--- src/rtl/hazard_pkg.sv ---
// Shared definitions for the hazard controller and the execute-stage operand muxes.
package hazard_pkg;

  typedef enum logic [1:0] {
    FWD_REG = 2'b00,
    FWD_WB  = 2'b01,
    FWD_MEM = 2'b10
  } fwd_sel_e;

endpackage

--- src/rtl/hazard_ctrl_unit_if.sv ---
// Pipeline <-> hazard controller signal bundle. The perf counter outputs exist only
// when HAZARD_PERF_CNT_EN is defined.
interface hazard_ctrl_unit_if #(
  parameter int unsigned REG_AW = 5,
  parameter int unsigned CNT_W  = 32
);
  logic [REG_AW-1:0] Rs1D, Rs2D, Rs1E, Rs2E, RdE, RdM, RdW;
  logic              RegWriteE, RegWriteM, RegWriteW;
  logic              MemtoRegE, MemtoRegM;
  logic              BranchD, PCSrcD, MemReqM, MduE;
  logic              StallF, StallD, StallE, StallM;
  logic              FlushD, FlushE, FlushM, FlushW;
  logic [1:0]        ForwardAE, ForwardBE;
  logic              ForwardAD, ForwardBD;
  logic              MemBusy, MduBusy;
`ifdef HAZARD_PERF_CNT_EN
  logic [CNT_W-1:0]  PerfMemStall, PerfMduStall, PerfLuStall;
`endif

  modport master (
    output Rs1D, Rs2D, Rs1E, Rs2E, RdE, RdM, RdW,
    output RegWriteE, RegWriteM, RegWriteW, MemtoRegE, MemtoRegM,
    output BranchD, PCSrcD, MemReqM, MduE,
    input  StallF, StallD, StallE, StallM, FlushD, FlushE, FlushM, FlushW,
    input  ForwardAE, ForwardBE, ForwardAD, ForwardBD, MemBusy, MduBusy
`ifdef HAZARD_PERF_CNT_EN
    , input PerfMemStall, PerfMduStall, PerfLuStall
`endif
  );

  modport slave (
    input  Rs1D, Rs2D, Rs1E, Rs2E, RdE, RdM, RdW,
    input  RegWriteE, RegWriteM, RegWriteW, MemtoRegE, MemtoRegM,
    input  BranchD, PCSrcD, MemReqM, MduE,
    output StallF, StallD, StallE, StallM, FlushD, FlushE, FlushM, FlushW,
    output ForwardAE, ForwardBE, ForwardAD, ForwardBD, MemBusy, MduBusy
`ifdef HAZARD_PERF_CNT_EN
    , output PerfMemStall, PerfMduStall, PerfLuStall
`endif
  );

endinterface

--- src/rtl/hazard_wait_cnt.sv ---
// Multi-cycle occupancy counter: wait_o is high for the first LAT-1 cycles of an op.
// SATURATE=1 holds the count at LAT-1 while active instead of clearing it.
module hazard_wait_cnt #(
  parameter int unsigned LAT      = 1,
  parameter bit          SATURATE = 1'b0
) (
  input  logic clk,
  input  logic rst,
  input  logic active_i,
  output logic wait_o
);
  localparam int unsigned     CW   = (LAT > 1) ? $clog2(LAT) : 1;
  localparam logic [CW-1:0]   LAST = CW'(LAT - 1);

  logic [CW-1:0] cnt_q, cnt_d;

  assign wait_o = active_i & (cnt_q < LAST);

  always_comb begin
    cnt_d = '0;
    if (wait_o) begin
      cnt_d = cnt_q + CW'(1'b1);
    end else if (active_i && SATURATE) begin
      cnt_d = cnt_q;
    end else begin
      cnt_d = '0;
    end
  end

  always_ff @(posedge clk) begin
    if (rst) begin
      cnt_q <= '0;
    end else begin
      cnt_q <= cnt_d;
    end
  end

endmodule

--- src/rtl/hazard_ctrl_unit.sv ---
// Hazard controller: forwarding selects, load-use/branch stalls, multi-cycle M/E waits.
// Define HAZARD_PERF_CNT_EN to add the stall performance counters.
module hazard_ctrl_unit
  import hazard_pkg::*;
#(
  parameter int unsigned REG_AW  = 5,
  parameter int unsigned MEM_LAT = 1,
  parameter int unsigned MDU_LAT = 4,
  parameter int unsigned CNT_W   = 32
) (
  input  logic              clk,
  input  logic              rst,
  hazard_ctrl_unit_if.slave hz
);

  if (MEM_LAT < 1 || MDU_LAT < 1 || CNT_W < 1) begin : g_bad_param
    $error("hazard_ctrl_unit: MEM_LAT, MDU_LAT and CNT_W must be at least 1");
  end

  // x0 is hard-wired zero, so it never creates a dependency
  function automatic logic reg_match(input logic [REG_AW-1:0] a, input logic [REG_AW-1:0] b);
    return (a != {REG_AW{1'b0}}) && (a == b);
  endfunction

  logic mem_wait, mdu_wait, lu, br;
  logic stall_f, stall_d, stall_e, stall_m;
  logic flush_e, flush_m, flush_w;
  fwd_sel_e fwd_a, fwd_b;

  hazard_wait_cnt #(.LAT(MEM_LAT), .SATURATE(1'b0)) u_mem_cnt (
    .clk(clk), .rst(rst), .active_i(hz.MemReqM), .wait_o(mem_wait)
  );

  // The MDU count keeps running under a memory wait so the op leaves E once both clear
  hazard_wait_cnt #(.LAT(MDU_LAT), .SATURATE(1'b1)) u_mdu_cnt (
    .clk(clk), .rst(rst), .active_i(hz.MduE), .wait_o(mdu_wait)
  );

  assign lu = hz.MemtoRegE & (reg_match(hz.RdE, hz.Rs1D) | reg_match(hz.RdE, hz.Rs2D));
  assign br = hz.BranchD &
              ((hz.RegWriteE & (reg_match(hz.RdE, hz.Rs1D) | reg_match(hz.RdE, hz.Rs2D))) |
               (hz.MemtoRegM & (reg_match(hz.RdM, hz.Rs1D) | reg_match(hz.RdM, hz.Rs2D))));

  always_comb begin
    fwd_a = FWD_REG;
    fwd_b = FWD_REG;
    if (hz.RegWriteM && reg_match(hz.RdM, hz.Rs1E)) begin
      fwd_a = FWD_MEM;
    end else if (hz.RegWriteW && reg_match(hz.RdW, hz.Rs1E)) begin
      fwd_a = FWD_WB;
    end else begin
      fwd_a = FWD_REG;
    end
    if (hz.RegWriteM && reg_match(hz.RdM, hz.Rs2E)) begin
      fwd_b = FWD_MEM;
    end else if (hz.RegWriteW && reg_match(hz.RdW, hz.Rs2E)) begin
      fwd_b = FWD_WB;
    end else begin
      fwd_b = FWD_REG;
    end
  end

  always_comb begin
    stall_f = 1'b0;
    stall_d = 1'b0;
    stall_e = 1'b0;
    stall_m = 1'b0;
    flush_e = 1'b0;
    flush_m = 1'b0;
    flush_w = 1'b0;
    if (mem_wait) begin
      {stall_f, stall_d, stall_e, stall_m} = 4'b1111;
      flush_w = 1'b1;
    end else if (mdu_wait) begin
      {stall_f, stall_d, stall_e} = 3'b111;
      flush_m = 1'b1;
    end else if (lu || br) begin
      {stall_f, stall_d} = 2'b11;
      flush_e = 1'b1;
    end else begin
      flush_w = 1'b0;
    end
  end

  // Every output reads zero while reset is asserted
  always_comb begin
    hz.StallF    = 1'b0;
    hz.StallD    = 1'b0;
    hz.StallE    = 1'b0;
    hz.StallM    = 1'b0;
    hz.FlushD    = 1'b0;
    hz.FlushE    = 1'b0;
    hz.FlushM    = 1'b0;
    hz.FlushW    = 1'b0;
    hz.ForwardAE = FWD_REG;
    hz.ForwardBE = FWD_REG;
    hz.ForwardAD = 1'b0;
    hz.ForwardBD = 1'b0;
    hz.MemBusy   = 1'b0;
    hz.MduBusy   = 1'b0;
    if (!rst) begin
      hz.StallF    = stall_f;
      hz.StallD    = stall_d;
      hz.StallE    = stall_e;
      hz.StallM    = stall_m;
      hz.FlushD    = hz.PCSrcD & ~stall_d;
      hz.FlushE    = flush_e;
      hz.FlushM    = flush_m;
      hz.FlushW    = flush_w;
      hz.ForwardAE = fwd_a;
      hz.ForwardBE = fwd_b;
      hz.ForwardAD = hz.RegWriteM & reg_match(hz.RdM, hz.Rs1D);
      hz.ForwardBD = hz.RegWriteM & reg_match(hz.RdM, hz.Rs2D);
      hz.MemBusy   = mem_wait;
      hz.MduBusy   = mdu_wait;
    end else begin
      hz.MemBusy   = 1'b0;
    end
  end

`ifdef HAZARD_PERF_CNT_EN
  logic [CNT_W-1:0] perf_mem_q, perf_mem_d, perf_mdu_q, perf_mdu_d, perf_lu_q, perf_lu_d;

  // Each counter charges a cycle only to the highest-priority stall cause
  always_comb begin
    perf_mem_d = perf_mem_q + CNT_W'(mem_wait);
    perf_mdu_d = perf_mdu_q + CNT_W'(mdu_wait & ~mem_wait);
    perf_lu_d  = perf_lu_q  + CNT_W'((lu | br) & ~mem_wait & ~mdu_wait);
  end

  always_ff @(posedge clk) begin
    if (rst) begin
      perf_mem_q <= '0;
      perf_mdu_q <= '0;
      perf_lu_q  <= '0;
    end else begin
      perf_mem_q <= perf_mem_d;
      perf_mdu_q <= perf_mdu_d;
      perf_lu_q  <= perf_lu_d;
    end
  end

  assign hz.PerfMemStall = rst ? '0 : perf_mem_q;
  assign hz.PerfMduStall = rst ? '0 : perf_mdu_q;
  assign hz.PerfLuStall  = rst ? '0 : perf_lu_q;
`else
`endif

endmodule

--- src/flat_wrapper.sv ---
// flat-port wrapper written by rule: the top's interface ports become plain ports
module hazard_ctrl_unit_flat import hazard_pkg::*;
#(
  parameter int unsigned REG_AW  = 5,
  parameter int unsigned MEM_LAT = 1,
  parameter int unsigned MDU_LAT = 4,
  parameter int unsigned CNT_W   = 32
)
  (clk, rst, hz_Rs1D, hz_Rs2D, hz_Rs1E, hz_Rs2E, hz_RdE, hz_RdM, hz_RdW, hz_RegWriteE, hz_RegWriteM, hz_RegWriteW, hz_MemtoRegE, hz_MemtoRegM, hz_BranchD, hz_PCSrcD, hz_MemReqM, hz_MduE, hz_StallF, hz_StallD, hz_StallE, hz_StallM, hz_FlushD, hz_FlushE, hz_FlushM, hz_FlushW, hz_ForwardAE, hz_ForwardBE, hz_ForwardAD, hz_ForwardBD, hz_MemBusy, hz_MduBusy);
  hazard_ctrl_unit_if #(.REG_AW(REG_AW), .CNT_W(CNT_W)) hz_i ();
  input  logic clk;
  input  logic rst;
  input wire logic [$bits(hz_i.Rs1D)-1:0] hz_Rs1D;
  input wire logic [$bits(hz_i.Rs2D)-1:0] hz_Rs2D;
  input wire logic [$bits(hz_i.Rs1E)-1:0] hz_Rs1E;
  input wire logic [$bits(hz_i.Rs2E)-1:0] hz_Rs2E;
  input wire logic [$bits(hz_i.RdE)-1:0] hz_RdE;
  input wire logic [$bits(hz_i.RdM)-1:0] hz_RdM;
  input wire logic [$bits(hz_i.RdW)-1:0] hz_RdW;
  input wire logic [$bits(hz_i.RegWriteE)-1:0] hz_RegWriteE;
  input wire logic [$bits(hz_i.RegWriteM)-1:0] hz_RegWriteM;
  input wire logic [$bits(hz_i.RegWriteW)-1:0] hz_RegWriteW;
  input wire logic [$bits(hz_i.MemtoRegE)-1:0] hz_MemtoRegE;
  input wire logic [$bits(hz_i.MemtoRegM)-1:0] hz_MemtoRegM;
  input wire logic [$bits(hz_i.BranchD)-1:0] hz_BranchD;
  input wire logic [$bits(hz_i.PCSrcD)-1:0] hz_PCSrcD;
  input wire logic [$bits(hz_i.MemReqM)-1:0] hz_MemReqM;
  input wire logic [$bits(hz_i.MduE)-1:0] hz_MduE;
  output wire logic [$bits(hz_i.StallF)-1:0] hz_StallF;
  output wire logic [$bits(hz_i.StallD)-1:0] hz_StallD;
  output wire logic [$bits(hz_i.StallE)-1:0] hz_StallE;
  output wire logic [$bits(hz_i.StallM)-1:0] hz_StallM;
  output wire logic [$bits(hz_i.FlushD)-1:0] hz_FlushD;
  output wire logic [$bits(hz_i.FlushE)-1:0] hz_FlushE;
  output wire logic [$bits(hz_i.FlushM)-1:0] hz_FlushM;
  output wire logic [$bits(hz_i.FlushW)-1:0] hz_FlushW;
  output wire logic [$bits(hz_i.ForwardAE)-1:0] hz_ForwardAE;
  output wire logic [$bits(hz_i.ForwardBE)-1:0] hz_ForwardBE;
  output wire logic [$bits(hz_i.ForwardAD)-1:0] hz_ForwardAD;
  output wire logic [$bits(hz_i.ForwardBD)-1:0] hz_ForwardBD;
  output wire logic [$bits(hz_i.MemBusy)-1:0] hz_MemBusy;
  output wire logic [$bits(hz_i.MduBusy)-1:0] hz_MduBusy;
  assign hz_i.Rs1D = hz_Rs1D;
  assign hz_i.Rs2D = hz_Rs2D;
  assign hz_i.Rs1E = hz_Rs1E;
  assign hz_i.Rs2E = hz_Rs2E;
  assign hz_i.RdE = hz_RdE;
  assign hz_i.RdM = hz_RdM;
  assign hz_i.RdW = hz_RdW;
  assign hz_i.RegWriteE = hz_RegWriteE;
  assign hz_i.RegWriteM = hz_RegWriteM;
  assign hz_i.RegWriteW = hz_RegWriteW;
  assign hz_i.MemtoRegE = hz_MemtoRegE;
  assign hz_i.MemtoRegM = hz_MemtoRegM;
  assign hz_i.BranchD = hz_BranchD;
  assign hz_i.PCSrcD = hz_PCSrcD;
  assign hz_i.MemReqM = hz_MemReqM;
  assign hz_i.MduE = hz_MduE;
  assign hz_StallF = hz_i.StallF;
  assign hz_StallD = hz_i.StallD;
  assign hz_StallE = hz_i.StallE;
  assign hz_StallM = hz_i.StallM;
  assign hz_FlushD = hz_i.FlushD;
  assign hz_FlushE = hz_i.FlushE;
  assign hz_FlushM = hz_i.FlushM;
  assign hz_FlushW = hz_i.FlushW;
  assign hz_ForwardAE = hz_i.ForwardAE;
  assign hz_ForwardBE = hz_i.ForwardBE;
  assign hz_ForwardAD = hz_i.ForwardAD;
  assign hz_ForwardBD = hz_i.ForwardBD;
  assign hz_MemBusy = hz_i.MemBusy;
  assign hz_MduBusy = hz_i.MduBusy;
  hazard_ctrl_unit #(.REG_AW(REG_AW), .MEM_LAT(MEM_LAT), .MDU_LAT(MDU_LAT), .CNT_W(CNT_W)) u_core (.clk(clk), .rst(rst), .hz(hz_i));
endmodule
--- config.mk ---
export PLATFORM = sky130hd
export DESIGN_NAME = hazard_ctrl_unit_flat
export DESIGN_NICKNAME = d
export VERILOG_FILES = /design/src/rtl/hazard_pkg.sv /design/src/rtl/hazard_ctrl_unit_if.sv /design/src/rtl/hazard_wait_cnt.sv /design/src/rtl/hazard_ctrl_unit.sv /design/src/flat_wrapper.sv
export SDC_FILE = /design/constraint.sdc
export NUM_CORES = 1
export LEC_CHECK = 0
export ABC_AREA = 1
export BUFFER_PORTS_ARGS = -buffer_cell sky130_fd_sc_hd__buf_2
export CELL_PAD_IN_SITES_DETAIL_PLACEMENT = 0
export CELL_PAD_IN_SITES_GLOBAL_PLACEMENT = 1
export CORE_UTILIZATION = 27
export DETAILED_ROUTE_END_ITERATION = 12
export PLACE_DENSITY_LB_ADDON = 0.1
export REMOVE_ABC_BUFFERS = 1
export SYNTH_ARGS = -nofsm -noshare
export SYNTH_HDL_FRONTEND = slang
export SYNTH_SLANG_ARGS = --single-unit
--- constraint.sdc ---
create_clock -name clk -period 5.5 [get_ports clk]
set_input_delay 1.65 -clock clk [delete_from_list [all_inputs] [get_ports clk]]
set_output_delay 1.65 -clock clk [all_outputs]
set_load 0.01 [all_outputs]
==> impl_metrics.csv, run 1 <==
group,metric,value,unit
worst_setup_path,slowest_stage,"buf_2",
floorplanning,io_pins,62,
global_routing,antenna_found_initial,0,
pwr,peakVddDrop,32.8,uV
synth,synth-edff-count,0,
placed_design,place_inst,264,
worst_setup_path,crit_path_frequent_cell,"nand2_1",
clock_network,hold_buffers,0,
worst_setup_path,path_depth,12,
placed_design,place_congestion,0.833,
layout,mostFrequentLayoutCells,"buf_2, nand2_1, nor2_1",
clock_network,ctsLongestPathBuffers,2,
layout,top_register,"u_core.u_mdu_cnt.cnt_q",
synth,synth_warnings,0,
placed_design,place_hpwl,2220,um
clock_network,clkLatencyLatePin,220,ps
clock_network,clock_sink_count,2,
detailed_routing,wl_per_cell,9.16,um
global_routing,grt_pass1_wl,4050,um
detailed_routing,drtPass1Iterations,4,
sta,period_share,78.3,%
sta,fmax,0.232,GHz
sta,fin_crit,4300,ps
synth,postSynthAreaPerCell,5.27,um^2
clock_network,cts_buffers,3,
global_routing,grt_max_degree,8,
layout,diodes,0,
sta,finalSetupViolCount,0,
worst_setup_path,setup.worst_path.class,"primary input to output pin",
global_routing,grt_pass1_vias,1031,
worst_setup_path,cp_top_family,"simple AND/OR/NAND/NOR gates",
layout,num-nets-final,272,
clock_network,clkTransAtPathRegs,30,ps
hold_path,min_path_type,"register to register",
clock_network,cts.repair.resized,0,
worst_setup_path,critical_path_required,3850,ps
floorplanning,chipWidth,59.4,um
detailed_routing,drcViolationCount,0,
floorplanning,die-area,0.00353,mm^2
detailed_routing,ant_nets,0,
detailed_routing,viasPerCell,4.33,
detailed_routing,drt-total-wl,2450,um
pwr,leakage,0.730,nW
worst_setup_path,r2r_cells,6,
synth,synth_cell_type_count,28,
synth,synth_seq_area_share,4.49,%
outcome,status,"finished, final reports clean",
synth,async_flop_share,0,%
layout,largest_reg_flops,2,
hold_path,min_path_cells,1,
synth,ys_ff_latch,2,
layout,fill_cells,392,
sta,hold_viol_final,0,
synth,synth_area_leaders,"nand2_1, xor2_1, nor2_1, inv_1, buf_4",
worst_setup_path,crit_fanout,6,
layout,drive_gt1_share,33.2,%
detailed_routing,drtIter0Drc,39,
synth,synth_area,891,um^2
floorplanning,die_h,59.4,um
clock_network,htree_levels,1,
synth,synth_top_area_share,19.0,%
global_routing,grt_overflow,0,
pwr,power,0.124,mW
clock_network,cts_root_buf,"clkbuf_4",
detailed_routing,route.vias.total,1155,
layout,top_regs,"u_core.u_mdu_cnt.cnt_q x2",
synth,yosysTopAreaCell,"nand2_1",
sta,slew_violations,0,
worst_setup_path,crit_chain,"buf_2 -> nor2_2 -> nand3_2 -> nand2_1 -> inv_1 -> nand3_1 -> nand2_1 -> nand2_2 -> nand2_2 -> nand2_1 -> nand2_1 -> buf_2",
clock_network,tritoncts,"done",
floorplanning,initial_core_util,28.7,%
job,cap_violations,0,
sta,fin_tns_setup,0,ps
placed_design,port_buffers,57,
floorplanning,core_area,0.00310,mm^2
layout,layoutNonFillerInstCount,267,
global_routing,track_usage,14.5,%
sta,clock_skew,3.40,ps
sta,rsz0062_at_grt,"no",
worst_setup_path,critPathMaxStageDelay,150,ps
layout,layout_commonest_cell,"buf_2",
floorplanning,rows,20,
synth,synth_flop_cell,"dfxtp_1",
worst_setup_path,start_kind,"primary input",
worst_setup_path,crit_buf_inv,3,
clock_network,postCtsSetupBuffers,0,
synth,syn_inst,169,
pwr,p_per_area,103,mW/mm^2
worst_setup_path,crit_arrival,2650,ps
layout,area_delta_synth_final,35.1,%
worst_setup_path,critPathCaptureType,"output pin",
==> power breakdown <==
| group | internal [mW] | total [mW] | switching [mW] |
|---|---|---|---|
| combinational | 0.0334 | 0.0762 | 0.0428 |
| clock | 0.0240 | 0.0315 | 0.00745 |
| sequential | 0.0156 | 0.0163 | 0.000660 |
==> per-stage QoR <==
stage	hold WS [ps]	worst slack [ps]	util [%]	instance area (um^2)
final	462	1200	38.8	1200
after detailed placement	463	1180	38.1	1180
after global routing	474	1060	38.8	1200
after CTS	463	1170	38.8	1200
after global placement	451	1190	38.1	1180
after floorplan	435	1260	-	841
==> metal layers <==
metal	wire, um	global-route usage (%)	vias up
met5	0	0	-
met4	0	2.04	0
met2	1210	27.6	36
li1	-	-	624
met1	1120	18.2	495
met3	112	0.655	0
==> area by class of cell <==
class / instances / area (um^2) / area share (%)
Multi-Input combinational cell: 134 / 699 / 58.1
Sequential cell: 2 / 40.0 / 3.33
Inverter: 27 / 101 / 8.42
Timing Repair Buffer: 57 / 285 / 23.7
Clock buffer: 3 / 22.5 / 1.87
Tap cell: 44 / 55.1 / 4.57
==> worst paths after layout <==
check	from	end	slack, ps
worst max-delay path	hz_RdM[1]	hz_StallF	1200
worst min-delay path	u_core.u_mdu_cnt.cnt_q[0]$_SDFFE_PP0P_	u_core.u_mdu_cnt.cnt_q[0]$_SDFFE_PP0P_	460
worst max register to register	u_core.u_mdu_cnt.cnt_q[0]$_SDFFE_PP0P_	u_core.u_mdu_cnt.cnt_q[1]$_SDFFE_PP0P_	4250
worst min register to register	u_core.u_mdu_cnt.cnt_q[0]$_SDFFE_PP0P_	u_core.u_mdu_cnt.cnt_q[0]$_SDFFE_PP0P_	460
==> cells in the mapped netlist (3+ instances only) <==
cell type	number
nand2_2	3
nand2_1	45
buf_4	7
a21oi_1	4
xor2_1	14
inv_1	20
nand3_1	10
nor3_1	5
inv_2	7
o21ai_0	3
nor2_1	23
xnor2_1	6
==> worst reg2reg max path, delay by kind of cell, from the launching register on <==
family / cells / cell delay, ps
AO/OA/AOI/OAI: 1 / 80
adder cells (fa/ha/maj): 1 / 210
buffers and inverters: 1 / 70
flip-flops: 1 / 310
AND/OR/NAND/NOR: 3 / 510
==> logic make-up (layout without fill, tap and decap cells) <==
family                   after synthesis  in the layout  synth area share, %
buffers and inverters                 35             87                 17.8
XOR/XNOR                              20             20                 19.7
AND/OR/NAND/NOR                       97             97                 48.0
adder cells (fa/ha/maj)                1              1                 1.40
AO/OA/AOI/OAI                         13             13                 8.14
other                                  1              3                0.421
flip-flops                             2              2                 4.49
No activity file was read; power rests on OpenSTA's default activity.
==> inputs of run 2 (changes only) <==
--- a/config.mk
+++ b/config.mk
@@ -9,7 +9,7 @@
 export BUFFER_PORTS_ARGS = -buffer_cell sky130_fd_sc_hd__buf_2
 export CELL_PAD_IN_SITES_DETAIL_PLACEMENT = 0
 export CELL_PAD_IN_SITES_GLOBAL_PLACEMENT = 1
-export CORE_UTILIZATION = 27
+export CORE_UTILIZATION = 22
 export DETAILED_ROUTE_END_ITERATION = 12
 export PLACE_DENSITY_LB_ADDON = 0.1
 export REMOVE_ABC_BUFFERS = 1
==> constraint.sdc (replaced) <==
create_clock -name clk -period 3.7 [get_ports clk]
set_input_delay 1.11 -clock clk [delete_from_list [all_inputs] [get_ports clk]]
set_output_delay 1.11 -clock clk [all_outputs]
set_load 0.01 [all_outputs]
==> run 2 against run 1 <==
Cell count grew 1.5%. Global-route usage fell by 1.9 points. Critical endpoint unchanged. Count of clock-buffer cells in the layout unchanged. Sequential power up 49%. Highest routed layer is now met4. Total power is 81% higher. Non-clock buffer count unchanged.
==> impl_metrics.csv, run 2 (same netlist as run 1, synthesis figures left out) <==
group,metric,value,unit
outcome,status,"finished, final reports clean",
detailed_routing,drtIter0Drc,26,
worst_setup_path,reg2reg_from,"u_core.u_mdu_cnt.cnt_q[0]$_SDFFE_PP0P_",
clock_network,postCtsSetupBuffers,0,
worst_setup_path,startpoint,"hz_RdM[1]",
sta,fin_tns_setup,0,ps
floorplanning,core_area,0.00377,mm^2
layout,mostFrequentLayoutCells,"buf_2, nand2_1, nor2_1",
placed_design,place_ws,426,ps
placed_design,port_buffers,57,
layout,seqCellArea,40.0,um^2
detailed_routing,drcViolationCount,0,
pwr,peakVddDrop,88.0,uV
global_routing,antenna_found_initial,0,
worst_setup_path,critPathCapture,"hz_StallF",
worst_setup_path,start_kind,"primary input",
detailed_routing,route.vias.total,1149,
placed_design,place_hpwl,2410,um
detailed_routing,ant_nets,0,
sta,hold_viol_final,0,
clock_network,cts.repair.resized,0,
clock_network,cts_root_buf,"clkbuf_8",
sta,period_share,87.7,%
worst_setup_path,r2r_cells,6,
floorplanning,die-area,0.00431,mm^2
pwr,p_per_area,183,mW/mm^2
clock_network,ctsLongestPathBuffers,2,
floorplanning,io_pins,62,
sta,rsz0062_at_grt,"no",
sta,finalSetupViolCount,0,
floorplanning,chipWidth,65.6,um
clock_network,hold_buffers,0,
clock_network,clkTransAtPathRegs,30,ps
global_routing,grt_pass1_wl,4310,um
worst_setup_path,reg2reg_slack,2480,ps
placed_design,place_congestion,0.832,
sta,setup_ws,454,ps
worst_setup_path,critical_path_required,2590,ps
global_routing,grt_pass1_vias,1017,
clock_network,clock_sink_count,2,
worst_setup_path,setup.worst_path.class,"primary input to output pin",
sta,clock_skew,0.233,ps
detailed_routing,drtPass1Iterations,4,
worst_setup_path,crit_fanout,6,
job,cap_violations,0,
layout,largest_reg_flops,2,
sta,fin_crit,3250,ps
layout,top_register,"u_core.u_mdu_cnt.cnt_q",
detailed_routing,wl_per_cell,9.99,um
floorplanning,die_h,65.6,um
detailed_routing,viasPerCell,4.24,
layout,num-nets-final,272,
sta,fmax,0.308,GHz
clock_network,clkLatencyLatePin,210,ps
worst_setup_path,crit_arrival,2140,ps
clock_network,tritoncts,"done",
hold_path,min_path_type,"register to register",
layout,diodes,0,
layout,multiInputGateArea,699,um^2
global_routing,grt_overflow,0,
clock_network,htree_levels,1,
layout,top_regs,"u_core.u_mdu_cnt.cnt_q x2",
layout,fill_cells,442,
floorplanning,initial_core_util,23.6,%
worst_setup_path,critPathCaptureType,"output pin",
layout,layout_commonest_cell,"buf_2",
floorplanning,rows,22,
layout,drive_gt1_share,33.2,%
pwr,leakage,0.738,nW
layout,area_delta_synth_final,37.8,%
sta,slew_violations,0,
clock_network,cts_buffers,3,
worst_setup_path,r2r_end,"u_core.u_mdu_cnt.cnt_q[1]$_SDFFE_PP0P_",
global_routing,track_usage,12.7,%
detailed_routing,drt-total-wl,2710,um
global_routing,grt_max_degree,8,
==> run 2: cell counts in the layout (fill, tap and decap cells not counted) <==
Identical to the previous run, type by type.
==> run 2: report_power, final <==
group / internal (mW) / switching [mW]
clock network: 0.0687 / 0.0163
logic: 0.0496 / 0.0654
registers: 0.0232 / 0.00108
total: 0.142 / 0.0829
==> run 2: per-stage QoR <==
step | hold slack (ps) | util [%] | area (um^2) | cells | total power [mW]
2_1_floorplan | 435 | - | 841 | 163 | 0.0865
3_3_place_gp | 447 | 31.5 | 1190 | 268 | 0.139
3_5_place_dp | 463 | 31.5 | 1190 | 268 | 0.141
4_1_cts | 467 | 32.5 | 1230 | 271 | 0.228
5_1_grt | 495 | 32.5 | 1230 | 271 | 0.244
6_report | 471 | 32.5 | 1230 | 271 | 0.224
==> run 2: final cells by class <==
cell class | instances | area share, %
Sequential cell | 2 | 3.26
Tap cell | 48 | 4.89
Inverter | 27 | 8.26
Multi-Input combinational cell | 134 | 57.0
Clock buffer | 3 | 3.36
Timing Repair Buffer | 57 | 23.2
==> run 2: worst max-delay path: stages <==
cell and delay (ps):
buf_2 150, nor2_2 130, nand3_2 110, nand2_1 80, inv_1 40, nand3_1 90
nand2_1 80, nand2_2 70, nand2_2 50, nand2_1 50, nand2_1 50, buf_2 130
==> run 2: how the worst min path moves through the flow <==
stage,from,end,slack [ps],cells after the start
floorplan,u_core.u_mdu_cnt.cnt_q[0]$_SDFFE_PP0P_,u_core.u_mdu_cnt.cnt_q[0]$_SDFFE_PP0P_,430,1
detailed placement,u_core.u_mdu_cnt.cnt_q[1]$_SDFFE_PP0P_,u_core.u_mdu_cnt.cnt_q[1]$_SDFFE_PP0P_,460,2
global placement,u_core.u_mdu_cnt.cnt_q[0]$_SDFFE_PP0P_,u_core.u_mdu_cnt.cnt_q[0]$_SDFFE_PP0P_,450,1
global route,u_core.u_mdu_cnt.cnt_q[1]$_SDFFE_PP0P_,u_core.u_mdu_cnt.cnt_q[1]$_SDFFE_PP0P_,500,2
finish,u_core.u_mdu_cnt.cnt_q[1]$_SDFFE_PP0P_,u_core.u_mdu_cnt.cnt_q[1]$_SDFFE_PP0P_,470,2
CTS,u_core.u_mdu_cnt.cnt_q[1]$_SDFFE_PP0P_,u_core.u_mdu_cnt.cnt_q[1]$_SDFFE_PP0P_,470,2
==> run 2: layer usage <==
| metal | part of all wire (%) | global-route usage [%] | vias up | routed length [um] |
|---|---|---|---|---|
| met2 | 45 | 21.2 | 45 | 1230 |
| met1 | 48 | 16.9 | 477 | 1300 |
| met4 | 0.37 | 3.26 | 0 | 10 |
| met5 | 0 | 0 | - | 0 |
| met3 | 6.3 | 1.56 | 2 | 171 |
| li1 | - | - | 625 | - |
==> inputs of run 3 (changes only) <==
--- a/config.mk
+++ b/config.mk
@@ -9,7 +9,7 @@
 export BUFFER_PORTS_ARGS = -buffer_cell sky130_fd_sc_hd__buf_2
 export CELL_PAD_IN_SITES_DETAIL_PLACEMENT = 0
 export CELL_PAD_IN_SITES_GLOBAL_PLACEMENT = 1
-export CORE_UTILIZATION = 22
+export CORE_UTILIZATION = 27
 export DETAILED_ROUTE_END_ITERATION = 12
 export PLACE_DENSITY_LB_ADDON = 0.1
 export REMOVE_ABC_BUFFERS = 1
==> constraint.sdc (replaced) <==
create_clock -name clk -period 4 [get_ports clk]
set_input_delay 1.2 -clock clk [delete_from_list [all_inputs] [get_ports clk]]
set_output_delay 1.2 -clock clk [all_outputs]
set_load 0.01 [all_outputs]
==> run 3 against run 2 <==
Non-clock buffer count stayed put. Via count is 0.61% lower. Global-route usage is 1.8 points higher. Core utilization is 6.2 points higher. Critical path depth stayed put. Sequential power is 8% lower. Largest cell class unchanged.
==> impl_metrics.csv, run 3 (same netlist as run 1, synthesis figures left out) <==
group,metric,value,unit
outcome,status,"finished, final reports clean",
detailed_routing,drcViolationCount,0,
worst_setup_path,r2r_cells,6,
clock_network,clkTransAtPathRegs,30,ps
sta,fmax,0.294,GHz
pwr,p_per_area,141,mW/mm^2
global_routing,grt_pass1_vias,1000,
clock_network,clkLatencyLatePin,220,ps
worst_setup_path,critPathMaxStageDelay,150,ps
placed_design,place_congestion,0.832,
worst_setup_path,r2r_end,"u_core.u_mdu_cnt.cnt_q[1]$_SDFFE_PP0P_",
worst_setup_path,crit_chain,"buf_2 -> nor2_2 -> nand3_2 -> nand2_1 -> inv_1 -> nand3_1 -> nand2_1 -> nand2_2 -> nand2_2 -> nand2_1 -> nand2_1 -> buf_2",
clock_network,hold_buffers,0,
floorplanning,io_pins,62,
floorplanning,die-area,0.00353,mm^2
global_routing,track_usage,14.4,%
layout,top_regs,"u_core.u_mdu_cnt.cnt_q x2",
pwr,leakage,0.730,nW
hold_path,hold_end,"u_core.u_mdu_cnt.cnt_q[0]$_SDFFE_PP0P_",
job,cap_violations,0,
worst_setup_path,reg2reg_slack,2800,ps
worst_setup_path,slowest_stage,"buf_2",
detailed_routing,drtIter0Drc,58,
floorplanning,rows,20,
worst_setup_path,setup.worst_path.class,"primary input to output pin",
layout,drive_gt1_share,33.2,%
floorplanning,die_h,59.4,um
pwr,power,0.170,mW
global_routing,grt_max_degree,8,
worst_setup_path,critPathCaptureType,"output pin",
sta,fin_crit,3400,ps
clock_network,tritoncts,"done",
worst_setup_path,reg2reg_from,"u_core.u_mdu_cnt.cnt_q[0]$_SDFFE_PP0P_",
detailed_routing,drtPass1Iterations,4,
worst_setup_path,crit_path_frequent_cell,"nand2_1",
layout,fill_cells,381,
sta,finalSetupViolCount,0,
sta,rsz0062_at_grt,"no",
global_routing,grt_overflow,0,
sta,slew_violations,0,
floorplanning,chipWidth,59.4,um
sta,fin_tns_setup,0,ps
clock_network,postCtsSetupBuffers,0,
floorplanning,initial_core_util,28.7,%
hold_path,min_path_type,"register to register",
global_routing,grt_pass1_wl,4020,um
clock_network,cts_root_buf,"clkbuf_4",
clock_network,ctsLongestPathBuffers,2,
hold_path,min_path_cells,1,
clock_network,cts.repair.resized,0,
worst_setup_path,start_kind,"primary input",
worst_setup_path,critical_path_required,2800,ps
pwr,peakVddDrop,58.4,uV
detailed_routing,drt-total-wl,2420,um
worst_setup_path,crit_fanout,6,
placed_design,place_hpwl,2210,um
layout,seqCellArea,40.0,um^2
layout,diodes,0,
layout,top_register,"u_core.u_mdu_cnt.cnt_q",
worst_setup_path,crit_buf_inv,3,
layout,largest_reg_flops,2,
global_routing,antenna_found_initial,0,
worst_setup_path,crit_arrival,2200,ps
clock_network,htree_levels,1,
detailed_routing,route.vias.total,1142,
worst_setup_path,cp_top_family,"simple AND/OR/NAND/NOR gates",
placed_design,port_buffers,57,
detailed_routing,wl_per_cell,9.06,um
clock_network,clock_sink_count,2,
floorplanning,core_area,0.00310,mm^2
sta,clock_skew,2.91,ps
detailed_routing,viasPerCell,4.28,
sta,period_share,84.9,%
hold_path,min_from,"u_core.u_mdu_cnt.cnt_q[0]$_SDFFE_PP0P_",
layout,mostFrequentLayoutCells,"buf_2, nand2_1, nor2_1",
sta,hold_viol_final,0,
layout,multiInputGateArea,699,um^2
layout,layout_commonest_cell,"buf_2",
layout,num-nets-final,272,
clock_network,cts_buffers,3,
layout,area_delta_synth_final,35.1,%
detailed_routing,ant_nets,0,
==> run 3: layout make-up <==
class,instances,share of cell area [%]
timing repair buffer,57,23.7
sequential,2,3.33
tap,44,4.57
inverter,27,8.42
clock buffer,3,1.87
multi-input combinational,134,58.1
==> run 3: worst max path at each step <==
stage          startpoint         to  slack (ps)  cells past startpoint
2_1_floorplan     hz_MduE  hz_StallD         660                      6
3_3_place_gp    hz_RdM[1]  hz_StallD         590                     12
3_5_place_dp    hz_RdM[1]  hz_StallF         570                     12
4_1_cts         hz_RdM[1]  hz_StallF         570                     12
5_1_grt         hz_RdM[0]  hz_StallD         460                     12
6_report        hz_RdM[1]  hz_StallF         600                     12
==> run 3: stage by stage <==
stage               std cells  cell area [um^2]  setup WS, ps  utilization [%]  hold slack (ps)
global route              267              1200           464             38.8              477
global placement          264              1180           591             38.1              451
finish                    267              1200           604             38.8              461
CTS                       267              1200           572             38.8              467
detailed placement        264              1180           574             38.1              464
floorplan                 163               841           662                -              435
==> run 3: power breakdown <==
group / switching [mW] / internal, mW
Combinational: 0.0589 / 0.0459
Clock: 0.00970 / 0.0329
Sequential: 0.000897 / 0.0215
Total: 0.0694 / 0.100
==> run 3: worst register-to-register path: stages, from the launching register on <==
cell	delay (ps)
dfxtp_1	310
ha_1	210
nor2_1	180
inv_2	70
nor2_1	220
nand2_1	80
o21ai_1	70
==> run 3: metal layers <==
metal  vias up  global-route usage [%]  wire length (um)
li1        625                       -                 -
met1       485                    19.1              1130
met2        32                    26.2              1170
met3         0                    1.31               115
met4         0                    1.02                 0
met5         -                       0                 0
